===== config.mk =====
export PLATFORM = sky130hd
export DESIGN_NAME = bcd_to_unsigned_flat
export DESIGN_NICKNAME = d
export VERILOG_FILES = /design/src/rtl/bcd_to_unsigned_if.sv /design/src/rtl/bcd_to_unsigned.sv /design/src/flat_wrapper.sv
export SDC_FILE = /design/constraint.sdc
export NUM_CORES = 1
export LEC_CHECK = 0
export ABC_AREA = 1
export CAP_MARGIN = 20
export CORE_MARGIN = 4
export CORE_UTILIZATION = 25
export DETAILED_ROUTE_END_ITERATION = 12
export PLACE_DENSITY = 0.52
export SKIP_CTS_REPAIR_TIMING = 1
export SLEW_MARGIN = 25
export SYNTH_ARGS = -nofsm -noshare
export SYNTH_HDL_FRONTEND = slang
export SYNTH_SLANG_ARGS = --single-unit

===== constraint.sdc =====
create_clock -name clk -period 3 [get_ports clk]
set_input_delay 0.6 -clock clk [delete_from_list [all_inputs] [get_ports clk]]
set_output_delay 0.6 -clock clk [all_outputs]
set_load 0.05 [all_outputs]

===== src/rtl/bcd_to_unsigned_if.sv =====
// bcd_to_unsigned_if: trigger/idle handshake and result bus of the BCD to binary converter.
interface bcd_to_unsigned_if #(
    parameter int NDIGITS = 8,
    parameter int OUT_W   = 32
);
    logic                   trigger;
    logic [4*NDIGITS-1:0]   in;
    logic                   idle;
    logic                   done;
    logic [OUT_W-1:0]       out;
    logic                   err;
    modport master(output trigger, in, input idle, done, out, err);
    modport slave(input trigger, in, output idle, done, out, err);
endinterface


===== src/rtl/bcd_to_unsigned.sv =====
// bcd_to_unsigned: sequential packed-BCD to binary, one digit per clock, MSD first.
// Optional BCD2U_DIGIT_CHECK_EN flags digits above 9 on err.
module bcd_to_unsigned #(
    parameter int NDIGITS = 8,
    parameter int OUT_W   = 32
) (
    input logic                clk,
    input logic                rst_n,
    bcd_to_unsigned_if.slave   bus
);
    localparam int CW = $clog2(NDIGITS + 1);
    typedef enum logic {IDLE, RUN} state_t;
    state_t               state, state_nx;
    logic [4*NDIGITS-1:0] sh;
    logic [OUT_W-1:0]     acc, acc_nx, res;
    logic [CW-1:0]        cnt;
    logic [3:0]           d;
    logic                 last, start, step, done_q;
    always_comb begin
        d        = sh[4*NDIGITS-1 -: 4];
        acc_nx   = (acc << 3) + (acc << 1) + OUT_W'(d);
        last     = cnt == CW'(NDIGITS - 1);
        start    = state == IDLE && bus.trigger;
        step     = state == RUN;
        state_nx = start ? RUN : (step && last) ? IDLE : state;
    end
    always_ff @(posedge clk or negedge rst_n) begin
        if (!rst_n) begin
            state  <= IDLE;
            sh     <= '0;
            acc    <= '0;
            cnt    <= '0;
            res    <= '0;
            done_q <= 1'b0;
        end else begin
            state  <= state_nx;
            done_q <= step && last;
            if (start) begin
                sh  <= bus.in;
                acc <= '0;
                cnt <= '0;
            end else if (step) begin
                sh  <= sh << 4;
                acc <= acc_nx;
                cnt <= cnt + CW'(1);
                if (last) res <= acc_nx;
            end
        end
    end
`ifdef BCD2U_DIGIT_CHECK_EN
    logic sticky, err_q, bad;
    assign bad = d > 4'd9;
    always_ff @(posedge clk or negedge rst_n) begin
        if (!rst_n) begin
            sticky <= 1'b0;
            err_q  <= 1'b0;
        end else if (start) begin
            sticky <= 1'b0;
        end else if (step) begin
            sticky <= sticky | bad;
            if (last) err_q <= sticky | bad;
        end
    end
    assign bus.err = err_q;
`else
    assign bus.err = 1'b0;
`endif
    assign bus.idle = state == IDLE;
    assign bus.done = done_q;
    assign bus.out  = res;
endmodule


===== src/flat_wrapper.sv =====
// flat-port wrapper written by rule: the top's interface ports become plain ports
module bcd_to_unsigned_flat 
#(
    parameter int NDIGITS = 8,
    parameter int OUT_W   = 32
)
  (clk, rst_n, bus_trigger, bus_in, bus_idle, bus_done, bus_out, bus_err);
  bcd_to_unsigned_if #(.NDIGITS(NDIGITS), .OUT_W(OUT_W)) bus_i ();
  input logic clk;
  input logic rst_n;
  input wire logic [$bits(bus_i.trigger)-1:0] bus_trigger;
  input wire logic [$bits(bus_i.in)-1:0] bus_in;
  output wire logic [$bits(bus_i.idle)-1:0] bus_idle;
  output wire logic [$bits(bus_i.done)-1:0] bus_done;
  output wire logic [$bits(bus_i.out)-1:0] bus_out;
  output wire logic [$bits(bus_i.err)-1:0] bus_err;
  assign bus_i.trigger = bus_trigger;
  assign bus_i.in = bus_in;
  assign bus_idle = bus_i.idle;
  assign bus_done = bus_i.done;
  assign bus_out = bus_i.out;
  assign bus_err = bus_i.err;
  bcd_to_unsigned #(.NDIGITS(NDIGITS), .OUT_W(OUT_W)) u_core (.clk(clk), .rst_n(rst_n), .bus(bus_i));
endmodule

# [Word level (Yosys, flattened, before mapping)]
# Index checks and enable logic that the tools add are counted.
# W data, S select, Z words.
[word_totals] register_bits=101 in_bits=35 out_inout_bits=35 word_cells=25
[classes] n_addsub=3 eq_ne=1 mux=8 bitwise_logic=2 reduce_logical=5
[op_table] op="$mux W32" count=2
[op_table] op="$mux W31" count=2
[op_table] op="$add A32 B32 Y32" count=1
[op_table] op="$add A32 B4 Y32" count=1
[op_table] op="$mux W4" count=2
[op_table] op="$add A4 B1 Y4 const B" count=1
[op_table] op="$eq A4 B3 Y1 const B" count=1
[op_table] op="$reduce_bool A2 Y1" count=2
[op_table] op="$reduce_and A3 Y1" count=1
[op_table] op="$logic_and A1 B1 Y1" count=2
[op_table] op="$mux W1" count=2
[op_table] op="$not A1 Y1" count=2

# [Logic depth before layout (Yosys ltp)]
# Gate-level depths: netlist of run 1.
[logic_depth] ltp_word=4 mapped_depth=15 depth_no_buf=15

# [Least setup slack after synthesis of run 1]
# OpenSTA, ideal clock, no wires.
[synth_timing] path_type="register -> register" from="register u_core.acc[0]" to="register u_core.res[16], in the netlist u_core.bus.out[16]" setup_ps=66 arrival_time_ps=2131 required_ps=2934 slack_ps=803 path_stages_with_launch=14 n_path_buf=0 period_less_slack_ps=2197 path_cell_list="dfrtp_1 inv_1 fa_1 fa_1 inv_1 nand3_1 nand3_2 nand2_1 nand2_2 nand2_1 nand2_1 xor2_1 nand2_1 nand2_1"
[synth_via] elab_chain_len=2
[synth_lines] element="start: declaration" line_no="bcd_to_unsigned.sv:15" rtl="logic [OUT_W-1:0] acc, acc_nx, res;"
[synth_lines] element="start signal: assignment" line_no="bcd_to_unsigned.sv:44" rtl="acc <= acc_nx;"
[synth_lines] element="$add A32 B32 Y32" line_no="bcd_to_unsigned.sv:21" rtl="acc_nx = (acc << 3) + (acc << 1) + OUT_W'(d);"
[synth_lines] element="$add A32 B4 Y32" line_no="bcd_to_unsigned.sv:21"
[synth_lines] element="end signal: assignment" line_no="bcd_to_unsigned.sv:46" rtl="if (last) res <= acc_nx;"
[synth_lines] element="end: declaration" line_no="bcd_to_unsigned.sv:15"
# No other way between the ends.
# A chain may end at the register's enable or synchronous reset.

# [Worst setup path after layout of run 1]
[layout_timing] from="register u_core.acc[2]" to="register u_core.acc[30]"
[layout_via] elab_chain_len=4
[layout_lines] element="$add A32 B32 Y32" line_no="bcd_to_unsigned.sv:21"
[layout_lines] element="$add A32 B4 Y32" line_no="bcd_to_unsigned.sv:21"
[layout_lines] element="$mux W31" line_no="bcd_to_unsigned.sv:42" rtl="end else if (step) begin"
[layout_lines] element="$mux W31" line_no="bcd_to_unsigned.sv:38" rtl="if (start) begin"
# No other way between the ends. The select of a mux whose other input is x is not followed.

==> results.toml, run 1 <==
[placed_design]
place.gp.congestion = 0.872
dpl.hpwl_mm = 13.8
io_buffers = 68

[logic_synthesis]
synth_commonest_cells = "nand2_1, inv_1, dfrtp_1, ha_1, nand3_1"
synthArstFlopShare = 1.00
synth_top_area_frac = 0.386
synth_top_family_by_area = "simple AND/OR/NAND/NOR gates"
ys_seq_elements = 101
synthAdderAreaFrac = 0.119
syn_inst = 893
ys_seq_area_frac = 0.386
yosysWarnings = 0
synthSimpleGateAreaFrac = 0.297
synth-edff-count = 0
syn_nets = 989
synth_area_sq_um = 6550
yosysMostFrequentCell = "nand2_1"
syn_avg_cell_area_sq_um = 7.33
synth_ff_type = "dfrtp_1"
synth_largest_area_cell = "dfrtp_1"
synth-xor-area-share = 0.0174
synth-compound-area-share = 0.0858
synth_mux_area_frac = 0.00153
synth_cell_type_count = 36
synth.area.top_cells = "dfrtp_1, nand2_1, ha_1"

[layout]
regArea_sq_um = 2530
layout-drive-gt1-share = 0.0571
nNetsFinal = 1054
n_antenna_cell = 0
multiInputGateArea_sq_um = 3410
filler_cell_count = 2729
area_delta_synth_final_pct = 21.3

[route]
dr.pass1.iters = 5
drt_wl_total_mm = 18.0
wl_per_cell_microns = 14.0
dr.first_iter.drc_count = 280
ant_nets = 0
drc = 0
vias = 5724
post_drt_via_cell_ratio = 4.43

[floorplanning]
die_w_microns = 170
io_pins = 70
die_area_sq_um = 28800
start_util = 0.257
core_area_sq_um = 25500
rows = 58
die_h_microns = 170

[timing]
period_share = 0.848
holdWs_ns = 0.245
finalHoldViolCount = 0
fin_setup_tns_ns = 0
fmax_mhz = 393
slew_violations = 0
finalSetupViolCount = 0
worst_pin_slew_ns = 0.819
max_slew_margin = 0.453
rsz0062_at_grt = "false"
post-route-min-period_ns = 2.54
finClkSkew_ns = 0.0108

[run_status]
status = "complete, no violations"

[global_routing]
top_usage_layer = "met2"
grt_pass1_vias = 5856
grtUsageMet2 = 0.205
antenna_found_initial = 0
grt_max_degree = 46
grt_util_met1 = 0.180
grtUsageTotal = 0.129
gr-usage-met3 = 0.0283
grt_pass1_wl_mm = 29.8
overflow = 0

[critical_path]
cpPeakStageDelay_ns = 0.48
cp.arrival_ns = 2.79
rrSetupSlack_ns = 0.46
path_max_fanout = 4
crit_family = "adder cells"
path_buf_inv = 2
critPathSlowestCell = "fa_1"
rr_startpoint = "u_core.acc[2]"
cp.required_ns = 3.24
critical_path.cell_chain = "inv_1 > fa_1 > fa_1 > inv_1 > nand3_1 > nand3_2 > nand3_1 > nand3_1 > nand2_1 > nand2_1 > nand2_1 > nand3_1 > nand2_1"
critPathCaptureType = "flip-flop"
crit_type = "flip-flop to flip-flop"
r2r_end = "u_core.acc[30]"
start_kind = "flip-flop"
rr_worst_depth = 13

[clock_tree]
cts_inserted_buffers = 9
cts_tree = "yes"
cts_root_buffer = "clkbuf_16"
cts_sinks = 101
path_clk_slew_ns = 0.08
clock_latency_ns = 0.36
htree_levels = 3
clock_path_buffers = 2

[hold_path]
worstHoldPathType = "input port to asynchronous set/reset pin"

[flow_run]
maxCapViolCount = 0
[placed cells by master (no fill, tap or decap), types with 5 or more instances in the layout]
| cell type | synthesis | final |
|---|---|---|
| nor2_2 | 5 | 6 |
| ha_1 | 59 | 59 |
| o21ai_1 | 5 | 5 |
| inv_1 | 132 | 132 |
| nand2_2 | 9 | 9 |
| nand3_1 | 59 | 59 |
| nand2_1 | 339 | 339 |
| o211ai_1 | 15 | 15 |
| dfrtp_1 | 101 | 101 |
| clkdlybuf4s50_1 | 0 | 66 |
| a21oi_1 | 19 | 19 |
| o221ai_1 | 12 | 12 |
| xnor2_1 | 9 | 9 |
| o21ai_0 | 28 | 28 |
| nor2_1 | 40 | 39 |
| buf_4 | 1 | 9 |
| clkbuf_16 | 0 | 9 |
[layout make-up]
class / count / share of cell area
multi-input cells: 634 / 0.430
flip-flops and latches: 101 / 0.318
repair buffers: 77 / 0.0967
inverters: 135 / 0.0638
well taps: 330 / 0.0520
clock buffers: 9 / 0.0284
clock inverters: 7 / 0.0110
[cell families (layout without fill, tap and decap cells)]
family,after synthesis,count (layout)
and+or+nand+nor,469,469
buffers and inverters,158,228
DFF,101,101
AOI/OAI and AO/OA,89,89
adders and majority gates,61,61
xor gates and xnor gates,13,13
other,1,1
muxes,1,1
[layer usage]
metal,share of wire,vias up
li1,-,2945
met1,0.49,2655
met2,0.44,112
met3,0.052,12
met4,0.011,0
met5,0,-
[flip-flops by register name, summed over array words and instances, names as in the netlist]
signal           cells
u_core.state         1
u_core.bus.done      1
u_core.sh           32
u_core.bus.out      32
u_core.acc          31
u_core.cnt           4
[through the flow]
step / cell area [sq um] / utilization / instances / setup WS [ns]
2_1_floorplan: 6550 / - / 893 / 0.803
3_3_place_gp: 7630 / 0.300 / 1277 / 0.511
3_5_place_dp: 7630 / 0.300 / 1277 / 0.468
4_1_cts: 7940 / 0.312 / 1293 / 0.440
5_1_grt: 7940 / 0.312 / 1293 / 0.220
6_report: 7940 / 0.312 / 1293 / 0.456
[worst max-delay path by stage]
stage,from,endpoint,cells after the start
after detailed placement,u_core.acc[2],u_core.acc[30],13
final,u_core.acc[2],u_core.acc[30],13
after global routing,u_core.acc[0],u_core.acc[30],13
after global placement,u_core.acc[0],u_core.acc[30],13
after CTS,u_core.acc[2],u_core.acc[30],13
after floorplan,u_core.acc[0],u_core.bus.out[16],13
Power of run 1 is left out: the tool's default activity adds up to more than one toggle a clock period on the data nets, which glitch-free logic cannot reach.
==> run 2, diff against run 1 <==
==> constraint.sdc (replaced) <==
create_clock -name clk -period 2.6 [get_ports clk]
set_input_delay 0.52 -clock clk [delete_from_list [all_inputs] [get_ports clk]]
set_output_delay 0.52 -clock clk [all_outputs]
set_load 0.05 [all_outputs]
==> run 2 against run 1 <==
Effect of this change:
- fmax grew 6.2%
- worst setup slack lost 0.25 ns
- die area is the same
- flip-flop and latch count is the same
- routed wire length shrank 1.4%
- first-iteration DRC count grew 11%
- register-to-register slack lost 0.25 ns
- cell area grew 0.90%
- final cell count grew 0.46%
- utilization grew 0.28 points
- non-clock buffer count grew 6
- critical endpoint is now u_core.bus.out[30]
- largest cell class unchanged
- highest routed layer unchanged
==> results.toml, run 2 (synthesized netlist as in run 1, its figures left out) <==
[clock_tree]
cts_root_buffer = "clkbuf_16"
cts_tree = "yes"
clock_path_buffers = 2
path_clk_slew_ns = 0.09
cts_inserted_buffers = 9
htree_levels = 3
clock_latency_ns = 0.37
cts_sinks = 101

[timing]
finalSetupViolCount = 0
worst_pin_slew_ns = 0.801
post-route-min-period_ns = 2.39
period_share = 0.921
slew_violations = 0
finClkSkew_ns = 0.0151
fmax_mhz = 418
fin_ws_ns = 0.205
finalHoldViolCount = 0
max_slew_margin = 0.465
holdWs_ns = 0.142

[layout]
area_delta_synth_final_pct = 22.4
mostFrequentLayoutCell = "nand2_1"
utilization = 0.315
fin_area_sq_um = 8010
layout_common_cells = "nand2_1, inv_1, dfrtp_1, clkdlybuf4s50_1, ha_1"
layout-drive-gt1-share = 0.0712
nNetsFinal = 1060
regArea_sq_um = 2530
n_antenna_cell = 0
filler_cell_count = 2740
multiInputGateArea_sq_um = 3440

[global_routing]
top_usage_layer = "met2"
overflow = 0
antenna_found_initial = 0
grt_pass1_wl_mm = 29.7
grt_pass1_vias = 5749
gr-usage-met3 = 0.0249
grtUsageMet2 = 0.201
grt_util_met1 = 0.183
grtUsageTotal = 0.128
grt_max_degree = 46

[route]
dr.pass1.iters = 5
drc = 0
post_drt_via_cell_ratio = 4.38
ant_nets = 0
drt_wl_total_mm = 17.8
vias = 5692
wl_per_cell_microns = 13.7
dr.first_iter.drc_count = 312

[critical_path]
crit_family = "adder cells"
cpPeakStageDelay_ns = 0.46
path_max_fanout = 4
cp.arrival_ns = 2.65
crit_type = "flip-flop to flip-flop"
critPathSlowestCell = "fa_2"
cp.required_ns = 2.86
start_kind = "flip-flop"
path_buf_inv = 2
critPathCaptureType = "flip-flop"
critical_path.cell_chain = "inv_1 > fa_2 > fa_2 > inv_1 > nand3_1 > nand3_2 > nand3_1 > nand3_1 > nand2_1 > nand2_1 > nand2_1 > nand3_1 > nand2_1"

[floorplanning]
die_w_microns = 170
start_util = 0.257
die_area_sq_um = 28800
core_area_sq_um = 25500
rows = 58
die_h_microns = 170
io_pins = 70

[hold_path]
worstHoldPathType = "input port to asynchronous set/reset pin"

[placed_design]
post_dp_cell_area_sq_um = 7660
io_buffers = 68
pre_cts_slack_ns = 0.120
dpl.hpwl_mm = 13.7
place.gp.congestion = 0.849

[run_status]
status = "complete, no violations"

[flow_run]
maxCapViolCount = 0
-- run 2: changes by cell type in the layout (fill, tap and decap cells not counted), sizes merged --
cell	delta
clkinvlp	-1
inv	+2
clkinv	-1
buf	+6
-- run 2: path summary, 6_finish.rpt --
| kind | startpoint | to | slack (ns) | cells after the start |
|---|---|---|---|---|
| setup / recovery | u_core.acc[0] | u_core.bus.out[30] | 0.21 | 13 |
| hold / removal | rst_n | u_core.bus.out[20] | 0.14 | 1 |
| setup reg to reg | u_core.acc[0] | u_core.bus.out[30] | 0.21 | 13 |
| hold reg to reg | u_core.bus.out[29] | u_core.bus.out[29] | 0.48 | 2 |
| max in group asynchronous | rst_n | u_core.sh[3] | 1.88 | 2 |
| min in group clk | u_core.bus.out[29] | u_core.bus.out[29] | 0.48 | 2 |
-- run 2: layout make-up --
cell class,count,area share
clock buffer,9,0.0281
clock inverter,7,0.0105
inverter,135,0.0632
multi-input combinational,634,0.430
sequential,101,0.315
tap,330,0.0515
timing repair buffer,83,0.101
-- run 2: routing by layer --
layer / wire length, microns / up-vias
met5: 0 / -
met1: 9060 / 2621
li1: - / 2958
met3: 732 / 15
met2: 7760 / 98
met4: 245 / 0
-- run 2: metrics by stage --
step           instances    TNS, ns
2_1_floorplan        893          0
3_3_place_gp        1281          0
3_5_place_dp        1281          0
4_1_cts             1297          0
5_1_grt             1299  -0.000296
6_report            1299          0
-- run 2: worst reg2reg max path, delay by kind of cell (launching register included) --
family,cells,cell delay (ns)
adders and majority gates,2,0.87
DFF,1,0.39
and+or+nand+nor,9,0.82
buffers and inverters,2,0.19
Power of run 2 is left out for the same reason.
==> run 3, diff against run 2 <==
--- a/config.mk
+++ b/config.mk
@@ -7,7 +7,6 @@
 export LEC_CHECK = 0
 export ABC_AREA = 1
 export CAP_MARGIN = 20
-export CORE_MARGIN = 4
 export CORE_UTILIZATION = 25
 export DETAILED_ROUTE_END_ITERATION = 12
 export PLACE_DENSITY = 0.52
==> run 3 against run 2 <==
Effect of this change:
- clock skew hardly changed
- final cell count is 0.15% lower
- flip-flop and latch count unchanged
- clock-buffer cell count unchanged
- first-iteration DRC count unchanged
- cell area decreased by 0.34%
- die area shrank 6.9%
- via count down 0.95%
- critical path type unchanged
- largest cell class unchanged
==> results.toml, run 3 (synthesized netlist as in run 1, its figures left out) <==
[layout]
nNetsFinal = 1058
n_antenna_cell = 0
mostFrequentLayoutCell = "nand2_1"
utilization = 0.314
area_delta_synth_final_pct = 22.0
fin_cells = 1297
layout_common_cells = "nand2_1, inv_1, dfrtp_1, clkdlybuf4s50_1, ha_1"
layout-drive-gt1-share = 0.0683

[placed_design]
dpl.hpwl_mm = 13.6
io_buffers = 68
dp.cells = 1280
place.gp.congestion = 0.893
pre_cts_slack_ns = 0.102

[global_routing]
grt_max_degree = 46
overflow = 0
antenna_found_initial = 0
grt_pass1_wl_mm = 29.5
grt_pass1_vias = 5722
grtUsageTotal = 0.142

[floorplanning]
io_pins = 70
start_util = 0.257
die_area_sq_um = 26800
core_area_sq_um = 25500
die_w_microns = 164
rows = 58
die_h_microns = 164

[timing]
slew_violations = 0
finalHoldViolCount = 0
fin_ws_ns = 0.190
fmax_mhz = 415
period_share = 0.927
rsz0062_at_grt = "true"
finalSetupViolCount = 0
worst_pin_slew_ns = 0.775
finClkSkew_ns = 0.0155
max_slew_margin = 0.483
post-route-min-period_ns = 2.41

[critical_path]
crit_family = "simple AND/OR/NAND/NOR gates"
r2r_end = "u_core.acc[21]"
cpPeakStageDelay_ns = 0.58
start_kind = "flip-flop"
cp.arrival_ns = 2.66
rrSetupSlack_ns = 0.19
crit_type = "flip-flop to flip-flop"
critPathSlowestCell = "fa_1"
path_max_fanout = 4
cp.required_ns = 2.85
critPathCaptureType = "flip-flop"
path_buf_inv = 2
cp_common_cell = "nand3_1"
critical_path.cell_chain = "inv_1 > fa_1 > inv_1 > ha_1 > nand3_1 > nand3_2 > nand3_1 > nand3_2 > nand3_1 > nand3_1 > nand3_1 > nand2_1"
rr_worst_depth = 12
crit_path_start = "u_core.acc[2]"
rr_startpoint = "u_core.acc[2]"

[route]
vias = 5638
drt_wl_total_mm = 17.6
drc = 0
ant_nets = 0
wl_per_cell_microns = 13.6
post_drt_via_cell_ratio = 4.35
dr.first_iter.drc_count = 312
dr.pass1.iters = 4

[clock_tree]
cts_inserted_buffers = 9
cts_root_buffer = "clkbuf_16"
cts_tree = "yes"
cts_sinks = 101
htree_levels = 3
clock_path_buffers = 2
clock_latency_ns = 0.37
path_clk_slew_ns = 0.09

[hold_path]
worstHoldPathType = "input port to asynchronous set/reset pin"

[flow_run]
maxCapViolCount = 0

[run_status]
status = "complete, no violations"
## run 3: layer usage
layer,track usage,up-vias,share of wire
met2,0.224,93,0.44
met3,0.0265,17,0.049
met1,0.198,2566,0.50
li1,-,2962,-
met4,0.0412,0,0.015
met5,0,-,0
## run 3: how the worst max path moves through the flow
stage,end,slack [ns],cells past startpoint
after global placement,u_core.bus.out[30],0.15,13
final,u_core.acc[21],0.19,12
after floorplan,u_core.bus.out[16],0.40,13
after detailed placement,u_core.bus.out[26],0.10,13
after global routing,u_core.bus.out[21],-0.02,12
after CTS,u_core.bus.out[26],0.07,13
## run 3: worst register-to-register path: stages (launching register included)
cell     delay (ns)
dfrtp_1        0.37
inv_1          0.08
fa_1           0.58
inv_1          0.06
ha_1           0.31
nand3_1        0.10
nand3_2        0.12
nand3_1        0.11
nand3_2        0.13
nand3_1        0.17
nand3_1        0.11
nand3_1        0.10
nand2_1        0.05
## run 3: per-stage QoR
step	cell area, sq um	hold WS (ns)	TNS [ns]
after detailed placement	7640	0.461	0
after floorplan	6550	0.224	0
after CTS	7950	0.0587	0
after global placement	7640	0.458	0
final	7990	0.0631	0
after global routing	7990	0.0770	-0.0373
## run 3: area by class of cell
cell class                      instances  area [sq um]
Clock buffer                            9           225
Clock inverter                          7          86.3
Fill cell                            2741         17500
Inverter                              135           507
Multi-Input combinational cell        634          3440
Sequential cell                       101          2530
Tap cell                              330           413
Timing Repair Buffer                   81           786
Power of run 3 is left out for the same reason.
